File: config.mk
export PLATFORM = sky130hd
export DESIGN_NAME = smpc_pad_scan
export DESIGN_NICKNAME = d
export VERILOG_FILES = /design/src/rtl/smpc_pkg.sv /design/src/rtl/smpc_pad_phy.sv /design/src/rtl/smpc_pad_scan.sv
export SDC_FILE = /design/constraint.sdc
export NUM_CORES = 1
export LEC_CHECK = 0
export CAP_MARGIN = 40
export CORE_MARGIN = 3
export CORE_UTILIZATION = 45
export DETAILED_ROUTE_END_ITERATION = 7
export MAX_ROUTING_LAYER = met4
export PLACE_DENSITY = 0.69
export SYNTH_ARGS = -nofsm -noshare
export SYNTH_HDL_FRONTEND = slang
export SYNTH_HIERARCHICAL = 1
export SYNTH_SLANG_ARGS = --single-unit
File: constraint.sdc
create_clock -name i_clk -period 4.1 [get_ports i_clk]
set_input_delay 0.82 -clock i_clk [delete_from_list [all_inputs] [get_ports i_clk]]
set_output_delay 0.82 -clock i_clk [all_outputs]
set_load 0.02 [all_outputs]
File: src/rtl/smpc_pkg.sv
// -----------------------------------------------------------------------------
// smpc_pkg
// Shared definitions for the SMPC peripheral port scanner:
//   - port pin bit positions (TH/TR select lines)
//   - OREG status / peripheral ID byte constants
//   - scanner state enum
//   - small helper that recognises a standard digital pad from its ID nibble
// -----------------------------------------------------------------------------
package smpc_pkg;

    localparam int PIN_TH = 6;
    localparam int PIN_TR = 5;

    localparam logic [7:0] PST_NONE = 8'hF0;   // port status: nothing connected
    localparam logic [7:0] PST_ONE  = 8'hF1;   // port status: one device
    localparam logic [7:0] ID_DPAD  = 8'h02;   // peripheral ID: digital pad

    // The sample step has no state of its own: it happens on the last
    // settle count, so a phase costs DRIVE + SETTLE_CYC cycles.
    typedef enum logic [2:0] {
        ST_IDLE   = 3'd0,
        ST_DRIVE  = 3'd1,
        ST_SETTLE = 3'd2,
        ST_EMIT   = 3'd3,
        ST_FIN    = 3'd4
    } smpc_state_e;

    // A standard pad answers the {TH,TR}=11 phase with 3'b100 in the low bits.
    function automatic logic pad_present(input logic [3:0] nib3);
        return (nib3[2:0] == 3'b100);
    endfunction

endpackage

File: src/rtl/smpc_pad_phy.sv
// -----------------------------------------------------------------------------
// smpc_pad_phy
// One controller port: owns the TH/TR drive register and the four captured
// data nibbles (one per select phase).
//
// Ports:
//   i_clk, i_rst_n  clock, async active-low reset
//   i_drive         load i_sel ({TH,TR}) into the drive register
//   i_sel           select value to drive
//   i_release       return TH=TR=1 (wins over i_drive)
//   i_sample        capture i_data into nib[i_phase]
//   i_phase         phase index 0..3
//   i_data          port data pins [3:0]
//   o_pins          port drive; only TH/TR bits are ever non-zero
//   o_nib           captured nibbles, o_nib[p] = nib[p]
// -----------------------------------------------------------------------------
module smpc_pad_phy
    import smpc_pkg::*;
(
    input  logic            i_clk,
    input  logic            i_rst_n,
    input  logic            i_drive,
    input  logic [1:0]      i_sel,
    input  logic            i_release,
    input  logic            i_sample,
    input  logic [1:0]      i_phase,
    input  logic [3:0]      i_data,
    output logic [6:0]      o_pins,
    output logic [3:0][3:0] o_nib
);

    logic [1:0]      r_sel;    // {TH,TR}
    logic [3:0][3:0] r_nib;

    always_ff @(posedge i_clk or negedge i_rst_n) begin
        if (!i_rst_n) begin
            r_sel <= 2'b11;
            r_nib <= '0;
        end else begin
            if (i_release) begin
                r_sel <= 2'b11;
            end else if (i_drive) begin
                r_sel <= i_sel;
            end
            if (i_sample) begin
                r_nib[i_phase] <= i_data;
            end
        end
    end

    always_comb begin
        o_pins         = '0;
        o_pins[PIN_TH] = r_sel[1];
        o_pins[PIN_TR] = r_sel[0];
    end

    assign o_nib = r_nib;

endmodule

File: src/rtl/smpc_pad_scan.sv
// -----------------------------------------------------------------------------
// smpc_pad_scan
// Peripheral port scanner. On i_start it walks the enabled ports, driving the
// four {TH,TR} select phases on each, captures the data nibbles, and streams
// the decoded digital-pad bytes into OREG.
//
// Ports:
//   i_clk, i_rst_n      clock, async active-low reset
//   i_ce                clock enable; sequencing advances only when high
//   i_start             scan request (sampled in IDLE only)
//   i_pen               port enable mask, bit0 = port 1, bit1 = port 2
//   i_abort             synchronous abort, honoured regardless of i_ce
//   o_busy              scan in progress
//   o_done              one-CE-cycle completion pulse
//   o_count             bytes written by the last completed scan
//   o_wr/o_waddr/o_wdata OREG write port
//   i_p1i, i_p2i        port pins: [3:0] data, [4] TL, [5] TR, [6] TH
//   o_p1o, o_p2o        port drive: [6] TH, [5] TR, [4:0] always 0
//   o_state             current scanner state (observability)
//
// OREG write port: o_wr is a strobe with no back-pressure. A byte is
// transferred on every CE cycle where o_wr is high; o_waddr/o_wdata are valid
// in that cycle and hold their value afterwards.
// -----------------------------------------------------------------------------
module smpc_pad_scan
    import smpc_pkg::*;
#(
    parameter int unsigned SETTLE_CYC = 8     // legal range 1..255
) (
    input  logic        i_clk,
    input  logic        i_rst_n,
    input  logic        i_ce,
    input  logic        i_start,
    input  logic [1:0]  i_pen,
    input  logic        i_abort,
    output logic        o_busy,
    output logic        o_done,
    output logic [3:0]  o_count,
    output logic        o_wr,
    output logic [4:0]  o_waddr,
    output logic [7:0]  o_wdata,
    input  logic [6:0]  i_p1i,
    input  logic [6:0]  i_p2i,
    output logic [6:0]  o_p1o,
    output logic [6:0]  o_p2o,
    output smpc_state_e o_state
);

    localparam logic [7:0] SETTLE_LOAD = 8'(SETTLE_CYC - 1);

    smpc_state_e r_state, w_state_nxt;

    logic       r_pen2;      // port 2 enabled for this scan
    logic       r_port;      // 0 = port 1, 1 = port 2
    logic [1:0] r_phase;
    logic [7:0] r_cnt;
    logic [1:0] r_bsel;      // byte within the current port's record
    logic [3:0] r_idx;       // OREG byte index, max 8
    logic       r_busy;
    logic       r_done;
    logic       r_wr;
    logic [4:0] r_waddr;
    logic [7:0] r_wdata;
    logic [3:0] r_count;

    logic            w_go;
    logic            w_drive;
    logic            w_sample;
    logic            w_emit;
    logic            w_fin;
    logic            w_drv_port;
    logic [1:0]      w_sel;
    logic            w_present;
    logic            w_last_byte;
    logic            w_more;
    logic            w_port_done;
    logic [7:0]      w_byte;
    logic [3:0][3:0] w_p1_nib;
    logic [3:0][3:0] w_p2_nib;
    logic [3:0][3:0] w_cur_nib;
    logic            w_unused_pins;

    assign w_unused_pins = ^{i_p1i[6:4], i_p2i[6:4]};

    assign w_cur_nib   = r_port ? w_p2_nib : w_p1_nib;
    assign w_present   = pad_present(w_cur_nib[3]);
    assign w_last_byte = w_present ? (r_bsel == 2'd3) : 1'b1;
    assign w_more      = (r_port == 1'b0) && r_pen2;
    assign w_port_done = w_sample && (r_phase == 2'd3);

    // The START edge itself performs the phase-0 drive of the first port, so
    // the select lines move one CE cycle after START. Later phases and the
    // second port go through the DRIVE state.
    assign w_drv_port = (r_state == ST_IDLE) ? ~i_pen[0] : r_port;
    assign w_sel      = (r_state == ST_IDLE) ? 2'b00 : r_phase;

    // ---------------------------------------------------------------- FSM
    always_ff @(posedge i_clk or negedge i_rst_n) begin
        if (!i_rst_n) begin
            r_state <= ST_IDLE;
        end else begin
            r_state <= w_state_nxt;
        end
    end

    always_comb begin
        w_state_nxt = r_state;
        w_go        = 1'b0;
        w_drive     = 1'b0;
        w_sample    = 1'b0;
        w_emit      = 1'b0;
        w_fin       = 1'b0;
        if (i_abort) begin
            w_state_nxt = ST_IDLE;
        end else if (i_ce) begin
            case (r_state)
                ST_IDLE: begin
                    if (i_start) begin
                        w_go = 1'b1;
                        if (i_pen == 2'b00) begin
                            w_state_nxt = ST_FIN;
                        end else begin
                            w_drive     = 1'b1;
                            w_state_nxt = ST_SETTLE;
                        end
                    end
                end
                ST_DRIVE: begin
                    w_drive     = 1'b1;
                    w_state_nxt = ST_SETTLE;
                end
                ST_SETTLE: begin
                    if (r_cnt == 8'd0) begin
                        w_sample    = 1'b1;
                        w_state_nxt = (r_phase == 2'd3) ? ST_EMIT : ST_DRIVE;
                    end
                end
                ST_EMIT: begin
                    w_emit = 1'b1;
                    if (w_last_byte) begin
                        w_state_nxt = w_more ? ST_DRIVE : ST_FIN;
                    end
                end
                ST_FIN: begin
                    w_fin       = 1'b1;
                    w_state_nxt = ST_IDLE;
                end
                default: w_state_nxt = ST_IDLE;
            endcase
        end
    end

    // ------------------------------------------------------ byte encoder
    always_comb begin
        w_byte = PST_NONE;
        case (r_bsel)
            2'd0:    w_byte = w_present ? PST_ONE : PST_NONE;
            2'd1:    w_byte = ID_DPAD;
            2'd2:    w_byte = {w_cur_nib[0], w_cur_nib[1]};
            default: w_byte = {w_cur_nib[2], w_cur_nib[3][3], 3'b111};
        endcase
    end

    // --------------------------------------------------------- datapath
    always_ff @(posedge i_clk or negedge i_rst_n) begin
        if (!i_rst_n) begin
            r_pen2  <= 1'b0;
            r_port  <= 1'b0;
            r_phase <= 2'd0;
            r_cnt   <= 8'd0;
            r_bsel  <= 2'd0;
            r_idx   <= 4'd0;
            r_busy  <= 1'b0;
            r_done  <= 1'b0;
            r_wr    <= 1'b0;
            r_waddr <= 5'd0;
            r_wdata <= 8'd0;
            r_count <= 4'd0;
        end else if (i_abort) begin
            // Address/data/count keep their values; only the activity flags drop.
            r_busy <= 1'b0;
            r_done <= 1'b0;
            r_wr   <= 1'b0;
        end else if (i_ce) begin
            r_done <= w_fin;
            r_wr   <= w_emit;
            if (w_go) begin
                r_pen2  <= i_pen[1];
                r_port  <= w_drv_port;
                r_phase <= 2'd0;
                r_idx   <= 4'd0;
                r_busy  <= 1'b1;
            end
            if (w_drive) begin
                r_cnt <= SETTLE_LOAD;
            end else if ((r_state == ST_SETTLE) && (r_cnt != 8'd0)) begin
                r_cnt <= r_cnt - 8'd1;
            end
            if (w_sample) begin
                r_phase <= r_phase + 2'd1;    // wraps to 0 after phase 3
                r_bsel  <= 2'd0;
            end
            if (w_emit) begin
                r_idx   <= r_idx + 4'd1;
                r_bsel  <= r_bsel + 2'd1;
                r_waddr <= {1'b0, r_idx};
                r_wdata <= w_byte;
                if (w_last_byte) begin
                    r_port <= 1'b1;           // only used if port 2 follows
                end
            end
            if (w_fin) begin
                r_busy  <= 1'b0;
                r_count <= r_idx;
            end
        end
    end

    // ------------------------------------------------------ port PHYs
    smpc_pad_phy u_phy1 (
        .i_clk     (i_clk),
        .i_rst_n   (i_rst_n),
        .i_drive   (w_drive && (w_drv_port == 1'b0)),
        .i_sel     (w_sel),
        .i_release (i_abort || (w_port_done && (r_port == 1'b0))),
        .i_sample  (w_sample && (r_port == 1'b0)),
        .i_phase   (r_phase),
        .i_data    (i_p1i[3:0]),
        .o_pins    (o_p1o),
        .o_nib     (w_p1_nib)
    );

    smpc_pad_phy u_phy2 (
        .i_clk     (i_clk),
        .i_rst_n   (i_rst_n),
        .i_drive   (w_drive && (w_drv_port == 1'b1)),
        .i_sel     (w_sel),
        .i_release (i_abort || (w_port_done && (r_port == 1'b1))),
        .i_sample  (w_sample && (r_port == 1'b1)),
        .i_phase   (r_phase),
        .i_data    (i_p2i[3:0]),
        .o_pins    (o_p2o),
        .o_nib     (w_p2_nib)
    );

    // ------------------------------------------------------- outputs
    // Strobes are gated by CE so a held register never repeats a pulse.
    assign o_wr    = r_wr & i_ce;
    assign o_done  = r_done & i_ce;
    assign o_busy  = r_busy;
    assign o_count = r_count;
    assign o_waddr = r_waddr;
    assign o_wdata = r_wdata;
    assign o_state = r_state;

endmodule

==> impl_metrics.toml <==
[outcome]
status = "finished clean"

[clocking]
root_buffer = "clkbuf_8"
cts_made_buffers = 9
clkSlewWorstSetupHoldPaths_ps = 70
cts-hold-fix-buffers = 0
ctsLongestPathBuffers = 2
ctsResizeCount = 0
htreeDepth = 3
cts_tree = "built"
clkLatencyLatePin_ps = 340
post-cts-setup-buffers = 0
cts_sinks = 76

[layout]
instances_no_fill = 478
syn2layout_area_growth_pct = 17.9
num-fill-cells = 694
antenna_cells = 0
drive_gt1_frac = 0.199
fin_util = 0.561
nets = 400
multi_input_area_sq_um = 1760
seq_area_sq_um = 1910

[logic_synthesis]
netlist.top_cell.by_area = "dfrtp_1"
synthesis.area_sq_um = 3790
netlist_instances = 332
avgSynthCellArea_sq_um = 11.4
yosys_warnings = 6
synth.area.top_cells = "dfrtp_1 48%, mux2_2 13%, nand2_1 3.7%, buf_4 3.0%, dfstp_2 2.8%"
synth.most_common_cell = "dfrtp_1"
synth_top_cell_area_share = 0.475
async_flop_share = 1.00
yosysUniqueCellTypes = 55
ys_seq_elements = 76
synth_edf_count = 0
ys.flop_type = "dfrtp_1"
synthTopCellsByCount = "72 x dfrtp_1, 45 x mux2_2, 37 x nand2_1"
seq_area_frac_synth = 0.503

[placed_design]
portBuffers = 40
dp_hpwl_microns = 5400
place.gp.congestion = 0.821
dp_cells = 463

[die]
rows = 32
core-area_sq_um = 7970
die_h_microns = 97.8
ios = 58
die-area_sq_um = 9560
start_util = 0.476
die_w_microns = 97.8

[timing]
max_slew_margin = 0.448
worstMarginPinSlew_ps = 828
hold_viol = 0
period_minus_slack_ps = 3160
fmax_ghz = 0.316
setup_viol = 0
finalCritPeriodShare = 0.771
grt_setup_unrepaired = "no"
clock_skew_ps = 6.55
slew_violations = 0
timing.setup.tns_ps = 0

[power_and_ir_drop]
peakVddDrop_mv = 0.254
power.density_nw_per_um2 = 433
power.leakage_uw = 0.00209
power_uw = 1940

[route]
drtPass1Iterations = 4
via_per_inst = 5.54
ant_nets = 0
wl_per_cell_microns = 15.8
detail_route.iter0.violations = 128
drcViolationCount = 0
routed_wirelength_microns = 7550
vias = 2649

[setup_path]
path_buf_inv = 1
cp.arrival_ps = 3390
path_cells = "clkdlybuf4s50_1 -> nor3b_4 -> nand4_1 -> nor2_1 -> nor3b_4 -> mux2_2"
endpoint_kind = "register"
cp_max_fo = 12
worst_path_largest_cell_delay_ps = 650
worstPathRequired_ps = 4330
criticalPathCategory = "input port to register"
critPathSlowestCell = "clkdlybuf4s50_1"
worst_path_most_repeated_cell = "nor3b_4"
start_kind = "input port"
ff2ff_setup_slack_ps = 1360
critical_path.top_delay_family = "simple AND/OR/NAND/NOR gates"

[grt]
first_global_vias = 2665
grt_pass1_wl_microns = 13100
grt_use_total = 0.174
antenna_found_initial = 0
gr-total-overflow = 0
grt_start_max_net_pins = 42

[hold_path]
min_path_type = "input port to asynchronous set/reset pin"

[flow_run]
cap_viol_max_count = 0
report_power, final:
| part | switching, uW | internal, uW | total [uW] |
|---|---|---|---|
| Clock | 262 | 403 | 665 |
| Combinational | 199 | 160 | 359 |
| Sequential | 95.9 | 816 | 912 |
| Total | 557 | 1380 | 1940 |
layout by cell type, fill, tap and decap left out, types with 4 or more instances in the layout:
cell              n
mux2_2           45
nor2_1           16
a21o_1            7
nand2_1          37
nand3_1           9
clkdlybuf4s50_1  39
a21oi_1          10
dfrtp_1          72
xor2_1            4
nor2b_1           6
mux2i_1           7
conb_1           11
inv_1             4
clkbuf_8          9
nand3b_1          4
a211o_1           4
dfstp_2           4
ha_1              7
o21ai_0           9
nand4_1           5
a221oi_1          4
registers in the layout, indices dropped and copies added (netlist names):
name	count
r_port	1
u_phy2/r_sel	2
r_done	1
o_busy	1
r_wr	1
u_phy2/o_nib	16
o_count	4
o_state	3
r_phase	2
u_phy1/r_sel	2
u_phy1/o_nib	16
r_bsel	2
r_pen2	1
r_idx	4
o_waddr	4
r_cnt	8
o_wdata	8
through the flow:
step | hold slack (ps) | area (sq um) | setup WS (ps)
after floorplan | 439 | 3820 | 1580
final | 425 | 4470 | 938
after detailed placement | 466 | 4240 | 612
after global routing | 455 | 4470 | 789
after CTS | 434 | 4470 | 987
after global placement | 453 | 4220 | 670
kinds of logic after synthesis:
kind of cell | share of synthesized area
fa+ha+maj | 0.0231
buf+inv | 0.0419
simple gates | 0.169
xor+xnor | 0.0116
compound gates | 0.0964
other cells | 0.00297
flops | 0.503
mux | 0.152
final timing paths:
kind / start / end / depth (start not counted)
min in group i_clk: o_waddr[3] / o_waddr[3] / 2
worst min-delay path: i_rst_n / r_cnt[5] / 1
worst max register to register: r_cnt[0] / u_phy1/o_nib[1] / 7
worst max-delay path: i_abort / u_phy1/o_nib[1] / 6
worst min register to register: o_waddr[3] / o_waddr[3] / 2
max in group asynchronous: i_rst_n / u_phy2/r_sel[0] / 2
cell type report:
class | count | share of cell area
timing repair buffer | 43 | 0.0969
sequential | 76 | 0.427
clock inverter | 4 | 0.0221
clock buffer | 11 | 0.0294
inverter | 4 | 0.00336
tap | 102 | 0.0286
multi-input combinational | 238 | 0.393
worst reg2reg max path, stage by stage, from the launching register on:
cell and delay (ps):
dfrtp_1 400, inv_1 130, ha_1 180, nor4b_1 430, nand4_1 350, nor2_1 390
nor3b_4 370, mux2_2 370
layer usage:
metal | routed length [microns] | up-vias | part of all wire | track usage
met5 | 0 | - | 0 | -
met4 | 123 | 0 | 0.016 | 0.0501
met3 | 322 | 12 | 0.043 | 0.0464
met2 | 3730 | 61 | 0.49 | 0.276
met1 | 3380 | 1322 | 0.45 | 0.222
li1 | - | 1254 | - | -
Note: power is estimated with default switching activity, not from simulation.
